[src/rtl/neuron_seq_if.sv]
// neuron_seq_if: bundles the activation input, weight ROM port, ReLU link and
// result output of one neuron sequencer.
// master = the sequencer side, slave = the surrounding layer / testbench side.
interface neuron_seq_if #(
    parameter int dataWidth = 16,
    parameter int addrWidth = 10
);
    logic [dataWidth-1:0]   in_data;
    logic                   in_valid;
    logic                   in_ready;
    logic [addrWidth-1:0]   w_addr;
    logic                   w_rd_en;
    logic [dataWidth-1:0]   w_data;
    logic [2*dataWidth-1:0] bias;
    logic [2*dataWidth-1:0] act_x;
    logic [dataWidth-1:0]   act_y;
    logic [dataWidth-1:0]   out_data;
    logic                   out_valid;
    logic                   out_ready;
    logic                   busy;

    modport master (
        input  in_data, in_valid, w_data, bias, act_y, out_ready,
        output in_ready, w_addr, w_rd_en, act_x, out_data, out_valid, busy
    );

    modport slave (
        output in_data, in_valid, w_data, bias, act_y, out_ready,
        input  in_ready, w_addr, w_rd_en, act_x, out_data, out_valid, busy
    );
endinterface

[src/rtl/neuron_seq.sv]
// neuron_seq: per-neuron MAC sequencer feeding an external registered ReLU.
// Optional feature macro: NEURON_BIAS_EN -- when defined, a BIAS state adds the
// bias input to the accumulator (saturating) before activation; when undefined
// the bias port is ignored and DRAIN goes straight to ACT.
module neuron_seq #(
    parameter int dataWidth      = 16,
    parameter int weightIntWidth = 4,
    parameter int numWeight      = 784,
    parameter int addrWidth      = 10
) (
    input  logic             clk,
    input  logic             rst,
    neuron_seq_if.master     bus
);
    localparam int AW = 2 * dataWidth;
    localparam logic [addrWidth-1:0] LAST_IDX = addrWidth'(numWeight - 1);
    // weightIntWidth only matters to the paired ReLU; kept for a uniform parameter list
    localparam int unused_weight_int_width = weightIntWidth;

`ifdef NEURON_BIAS_EN
    typedef enum logic [2:0] {ACC, DRAIN, BIAS, ACT, CAPT, OUT} state_t;
`else
    typedef enum logic [2:0] {ACC, DRAIN, ACT, CAPT, OUT} state_t;
`endif

    state_t                 state_reg, state_next;
    logic [addrWidth-1:0]   count_reg;
    logic [dataWidth-1:0]   x_reg;
    logic [AW-1:0]          acc_reg;
    logic                   mac_en_reg;
    logic [dataWidth-1:0]   out_data_reg;
    logic                   out_valid_reg;
    logic                   in_ready_c;
    logic                   w_rd_en_c;
    logic                   busy_c;
    logic signed [AW-1:0]   product;

`ifndef NEURON_BIAS_EN
    wire unused_bias = ^bus.bias;
`endif

    // Two's-complement add that clamps to the extreme value on overflow
    function automatic logic [AW-1:0] sat_add(input logic [AW-1:0] a, input logic [AW-1:0] b);
        logic [AW-1:0] s;
        s = a + b;
        if ((a[AW-1] == b[AW-1]) && (s[AW-1] != a[AW-1]))
            s = a[AW-1] ? {1'b1, {(AW-1){1'b0}}} : {1'b0, {(AW-1){1'b1}}};
        return s;
    endfunction

    // ROM data arrives the cycle after the read, so it pairs with the registered sample
    assign product = $signed(x_reg) * $signed(bus.w_data);

    // State register
    always_ff @(posedge clk or posedge rst) begin
        if (rst)
            state_reg <= ACC;
        else
            state_reg <= state_next;
    end

    // Next-state and handshake decode
    always_comb begin
        state_next = state_reg;
        in_ready_c = 1'b0;
        w_rd_en_c  = 1'b0;
        busy_c     = (state_reg != ACC) || (count_reg != '0);
        case (state_reg)
            ACC: begin
                in_ready_c = 1'b1;
                w_rd_en_c  = bus.in_valid;
                if (bus.in_valid && (count_reg == LAST_IDX))
                    state_next = DRAIN;
            end
`ifdef NEURON_BIAS_EN
            DRAIN:   state_next = BIAS;
            BIAS:    state_next = ACT;
`else
            DRAIN:   state_next = ACT;
`endif
            ACT:     state_next = CAPT;
            CAPT:    state_next = OUT;
            OUT:     if (bus.out_ready) state_next = ACC;
            default: state_next = ACC;
        endcase
    end

    // Datapath: sample capture, index count, saturating MAC, bias, result register
    always_ff @(posedge clk or posedge rst) begin
        if (rst) begin
            count_reg     <= '0;
            x_reg         <= '0;
            acc_reg       <= '0;
            mac_en_reg    <= 1'b0;
            out_data_reg  <= '0;
            out_valid_reg <= 1'b0;
        end else begin
            mac_en_reg <= w_rd_en_c;
            if (w_rd_en_c) begin
                x_reg     <= bus.in_data;
                count_reg <= (count_reg == LAST_IDX) ? '0 : count_reg + 1'b1;
            end
            if (mac_en_reg)
                acc_reg <= sat_add(acc_reg, product);
`ifdef NEURON_BIAS_EN
            if (state_reg == BIAS)
                acc_reg <= sat_add(acc_reg, bus.bias);
`endif
            if (state_reg == CAPT) begin
                out_data_reg  <= bus.act_y;
                out_valid_reg <= 1'b1;
            end
            if ((state_reg == OUT) && bus.out_ready) begin
                out_valid_reg <= 1'b0;
                acc_reg       <= '0;
            end
        end
    end

    assign bus.in_ready  = in_ready_c;
    assign bus.w_rd_en   = w_rd_en_c;
    assign bus.w_addr    = count_reg;
    assign bus.busy      = busy_c;
    assign bus.act_x     = acc_reg;
    assign bus.out_data  = out_data_reg;
    assign bus.out_valid = out_valid_reg;
endmodule

[src/flat_wrapper.sv]
// flat-port wrapper written by rule: the top's interface ports become plain ports
module neuron_seq_flat 
#(
    parameter int dataWidth      = 16,
    parameter int weightIntWidth = 4,
    parameter int numWeight      = 784,
    parameter int addrWidth      = 10
)
  (clk, rst, bus_in_data, bus_in_valid, bus_w_data, bus_bias, bus_act_y, bus_out_ready, bus_in_ready, bus_w_addr, bus_w_rd_en, bus_act_x, bus_out_data, bus_out_valid, bus_busy);
  neuron_seq_if #(.dataWidth(dataWidth), .addrWidth(addrWidth)) bus_i ();
  input  logic clk;
  input  logic rst;
  input wire logic [$bits(bus_i.in_data)-1:0] bus_in_data;
  input wire logic [$bits(bus_i.in_valid)-1:0] bus_in_valid;
  input wire logic [$bits(bus_i.w_data)-1:0] bus_w_data;
  input wire logic [$bits(bus_i.bias)-1:0] bus_bias;
  input wire logic [$bits(bus_i.act_y)-1:0] bus_act_y;
  input wire logic [$bits(bus_i.out_ready)-1:0] bus_out_ready;
  output wire logic [$bits(bus_i.in_ready)-1:0] bus_in_ready;
  output wire logic [$bits(bus_i.w_addr)-1:0] bus_w_addr;
  output wire logic [$bits(bus_i.w_rd_en)-1:0] bus_w_rd_en;
  output wire logic [$bits(bus_i.act_x)-1:0] bus_act_x;
  output wire logic [$bits(bus_i.out_data)-1:0] bus_out_data;
  output wire logic [$bits(bus_i.out_valid)-1:0] bus_out_valid;
  output wire logic [$bits(bus_i.busy)-1:0] bus_busy;
  assign bus_i.in_data = bus_in_data;
  assign bus_i.in_valid = bus_in_valid;
  assign bus_i.w_data = bus_w_data;
  assign bus_i.bias = bus_bias;
  assign bus_i.act_y = bus_act_y;
  assign bus_i.out_ready = bus_out_ready;
  assign bus_in_ready = bus_i.in_ready;
  assign bus_w_addr = bus_i.w_addr;
  assign bus_w_rd_en = bus_i.w_rd_en;
  assign bus_act_x = bus_i.act_x;
  assign bus_out_data = bus_i.out_data;
  assign bus_out_valid = bus_i.out_valid;
  assign bus_busy = bus_i.busy;
  neuron_seq #(.dataWidth(dataWidth), .weightIntWidth(weightIntWidth), .numWeight(numWeight), .addrWidth(addrWidth)) u_core (.clk(clk), .rst(rst), .bus(bus_i));
endmodule
[config.mk]
export PLATFORM = sky130hd
export DESIGN_NAME = neuron_seq_flat
export DESIGN_NICKNAME = d
export VERILOG_FILES = /design/src/rtl/neuron_seq_if.sv /design/src/rtl/neuron_seq.sv /design/src/flat_wrapper.sv
export SDC_FILE = /design/constraint.sdc
export NUM_CORES = 1
export LEC_CHECK = 0
export CAP_MARGIN = 20
export CORE_AREA = 2 2 148 208
export CTS_CLUSTER_DIAMETER = 40
export DETAILED_ROUTE_END_ITERATION = 10
export DIE_AREA = 0 0 150 210
export GPL_ROUTABILITY_DRIVEN = 0
export PLACE_DENSITY = 0.7
export SKIP_LAST_GASP = 1
export SLEW_MARGIN = 40
export SYNTH_ARGS = -nofsm -noshare
export SYNTH_HDL_FRONTEND = slang
export SYNTH_SLANG_ARGS = --single-unit
export TNS_END_PERCENT = 20
[constraint.sdc]
create_clock -name clk -period 9.62 [get_ports clk]
set_clock_uncertainty 0.1 [all_clocks]
set_input_delay 1.924 -clock clk [delete_from_list [all_inputs] [get_ports clk]]
set_output_delay 1.924 -clock clk [all_outputs]
set_load 0.05 [all_outputs]
==> results of run 1 <==
critical path, delay by kind of cell:
kind            cells  cell delay, ns
buf+inv             9            1.34
xor+xnor            1            0.14
compound gates     13            1.88
fa+ha+maj           8            3.56
simple gates        3            0.67
layout by cell type, fill, tap and decap left out, types with 8 or more instances in the layout:
cell / netlist / layout
inv_1: 317 / 304
fa_1: 263 / 253
buf_4: 0 / 181
nand2_1: 178 / 171
and2_1: 128 / 127
ha_1: 115 / 107
clkdlybuf4s50_1: 0 / 99
nor2_1: 86 / 81
dfrtp_1: 79 / 79
xnor2_1: 50 / 49
a21oi_1: 48 / 41
o21ai_1: 31 / 34
mux2_2: 32 / 32
a21o_1: 23 / 23
o21ai_0: 26 / 19
xor2_1: 17 / 17
nand2b_1: 13 / 13
buf_6: 1 / 12
inv_2: 0 / 11
o21a_1: 10 / 10
nand3_1: 13 / 10
fa_2: 0 / 10
and3_1: 9 / 9
nand4_1: 9 / 9
clkbuf_16: 0 / 9
nor3_1: 9 / 8
buf_12: 0 / 8
routing by layer:
metal | wire length (µm) | share of wire, % | vias to the layer above | GRT usage (%)
met1 | 14700 | 40 | 5984 | 30.4
li1 | - | - | 5466 | -
met3 | 1520 | 4.2 | 88 | 3.25
met2 | 19100 | 52 | 284 | 43.8
met4 | 1160 | 3.2 | 0 | 8.26
met5 | 0 | 0 | - | 0
through the flow:
stage / util [%] / cell area (µm²) / hold slack [ns]
after floorplan: - / 14600 / 0.368
after global placement: 58.8 / 17400 / 0.387
after detailed placement: 58.8 / 17400 / 0.394
after CTS: 60.7 / 18000 / 0.407
after global routing: 61.5 / 18200 / 0.422
final: 61.5 / 18200 / 0.406
kinds of logic (layout without fill, tap and decap cells):
group                      Yosys count  after routing
buffers and inverters              364            649
AOI/OAI and AO/OA                  189            189
muxes                               34             34
DFF                                 79             79
adders and majority gates          378            378
and+or+nand+nor                    473            473
xor gates and xnor gates            67             67
worst paths after layout:
path	cells past startpoint	endpoint	from
min in group asynchronous	2	u_core.bus.out_data[4]	rst
hold reg to reg	1	u_core.bus.out_data[3]	u_core.bus.out_data[3]
setup / recovery	34	u_core.bus.act_x[17]	bus_w_data[14]
max in group asynchronous	3	u_core.bus.act_x[0]	rst
hold / removal	1	u_core.bus.out_data[3]	u_core.bus.out_data[3]
setup reg to reg	35	u_core.bus.act_x[17]	u_core.x_reg[7]
timing repair:
item                                    CTS  global route
pin swaps                                13            70
buffers inserted                          6            14
hold buffers                              0             0
cloned                                    2             1
resized for setup                        44            77
endpoints found under the setup margin   31            31
layout make-up:
class | instances | share of cell area (%)
Timing Repair Buffer | 316 | 15.3
Multi-Input combinational cell | 1141 | 62.9
Clock buffer | 11 | 1.39
Sequential cell | 79 | 10.8
Tap cell | 385 | 2.64
Clock inverter | 5 | 0.343
Inverter | 317 | 6.54
==> results by group, run 1 <==
Setup path
  • CP required: 9.76 ns
  • Crit-path max FO: 8
  • Setup crit start kind: primary input
  • Arr. time, crit path: 9.52 ns
  • CP Class: in -> reg
  • R2R Setup Slk: 1.26 ns
  • Setup crit end kind: flip-flop
  • Worst path max stage delay: 0.55 ns
  • CP max stage cell: fa_1
  • Most frequent CP cell: fa_1

Logic synthesis
  • Largest family of logic cells by synthesized area: adder cells
  • Adder-Cell Fraction of Synth Area: 46.0%
  • Post-synthesis cell area: 14600 µm²
  • Seq cells post-synth: 79
  • Post-synthesis sequential area ratio: 13.6%
  • Most frequent cell after synthesis: inv_1
  • Area leader, netlist: fa_1
  • Top FF cell, synth: dfrtp_1
  • Compound-Gate Fraction of Synth Area: 8.59%
  • Simple-gate share of the synthesized area: 15.7%
  • Post-synth top area share: between 30% and 40%
  • Mean Syn Cell Area: 9.20 µm²
  • Commonest cells post-synth: inv_1, fa_1, nand2_1
  • Cell variety after synth: approximately 60
  • Ranking of synthesized cells by area: fa_1, dfrtp_1, ha_1, inv_1, and2_1
  • Post-synth ARST share: 100%
  • Post-synthesis mux area share: 2.61%
  • Mapped Cells: 1584
  • Net count after synthesis: between 2000 and 2500
  • Post-synth EDFFs: 0
  • Number of synthesis warnings: 0
  • XOR/XNOR share of the synthesized area: between 4 and 5%

Final layout
  • Non-Filler Instances: 2254
  • Footprint of the multi-input gates: between 10000 and 15000 µm²
  • Largest register FFs: 32
  • Seq. cell area: 1980 µm²
  • Fraction of final layout cells sized beyond drive strength 1: 18.2%
  • ANT cells: 0
  • Fin nets: ~2300
  • Filler cell count: 2523
  • Layout area overhead: 25.2%

Status
  • Outcome: complete, no violations

Floorplanning
  • Die Y: 210 µm
  • Die area: 31500 µm²
  • # IOs: around 150
  • Core outline area: between 20000 and 30000 µm²
  • Site Rows: 75
  • Die W: 150 µm
  • Initial core utilization: around 49%

CTS
  • Worst-path clk slew: around 0.06 ns
  • CTS tree: yes
  • Worst-skew pair later-pin latency: 0.35 ns
  • Max clock buf depth: 2
  • CTS sink count: 79
  • CTS H-tree depth: 3
  • CTS root buffer: clkbuf_16
  • Num CTS Buffers: 9

GRT
  • Vias in the first global route: about 13000
  • Tot GR Track Use: 24.5%
  • Antenna violations before repair: 0
  • Grt ovf: 0
  • First-pass GRT wire length: 62100 µm
  • Largest net degree at the start of global routing: 46

Detailed routing
  • DRC Markers: 0
  • WL/cell: between 15 and 20 µm
  • Drt pass-1 iters: 5
  • Via Count: 11800
  • Detailed Route WL: 36400 µm
  • Drt via density: 5.24
  • Detailed router's first-iteration violation count: 492
  • Post-route antenna net violation count: 0

STA
  • Slew headroom: 50.5%
  • Worst setup margin: about 0.24 ns
  • Setup TNS Final: 0 ns
  • Slew @ Worst Pin: 0.742 ns
  • Tmin final: around 9.4 ns
  • Fin. max-slew vios: 0
  • Fin crit share: 97.5%
  • Endpoints failing hold: 0
  • Setup violations, final: 0
  • Max Freq: 107 MHz

Place
  • Port buffer count: 113
  • Placed Cells incl. Taps: 2217
  • Worst slack at placement: -0.658 ns
  • Detailed Place HPWL: 29900 µm

Worst hold path
  • Worst Hold Class: reg -> reg

Job
  • Max cap viols: 0
Power of run 1 is not shown: default switching activity piles up to over one toggle a cycle in this logic, so the estimate is an artifact.
==> inputs of run 2 (changes only) <==
--- a/config.mk
+++ b/config.mk
@@ -5,6 +5,7 @@
 export SDC_FILE = /design/constraint.sdc
 export NUM_CORES = 1
 export LEC_CHECK = 0
+export ABC_CLOCK_PERIOD_IN_PS = 9620
 export CAP_MARGIN = 20
 export CORE_AREA = 2 2 148 208
 export CTS_CLUSTER_DIAMETER = 40
==> results of run 2 <==
Final layout, timing and power as in run 1 (identical DEF).
Power of run 2 is left out for the same reason.
==> inputs of run 3 (changes only) <==
--- a/config.mk
+++ b/config.mk
@@ -8,7 +8,6 @@
 export ABC_CLOCK_PERIOD_IN_PS = 9620
 export CAP_MARGIN = 20
 export CORE_AREA = 2 2 148 208
-export CTS_CLUSTER_DIAMETER = 40
 export DETAILED_ROUTE_END_ITERATION = 10
 export DIE_AREA = 0 0 150 210
 export GPL_ROUTABILITY_DRIVEN = 0
==> results of run 3 <==
Final layout, timing and power as in run 1 (identical DEF).
Power of run 3 is left out for the same reason.
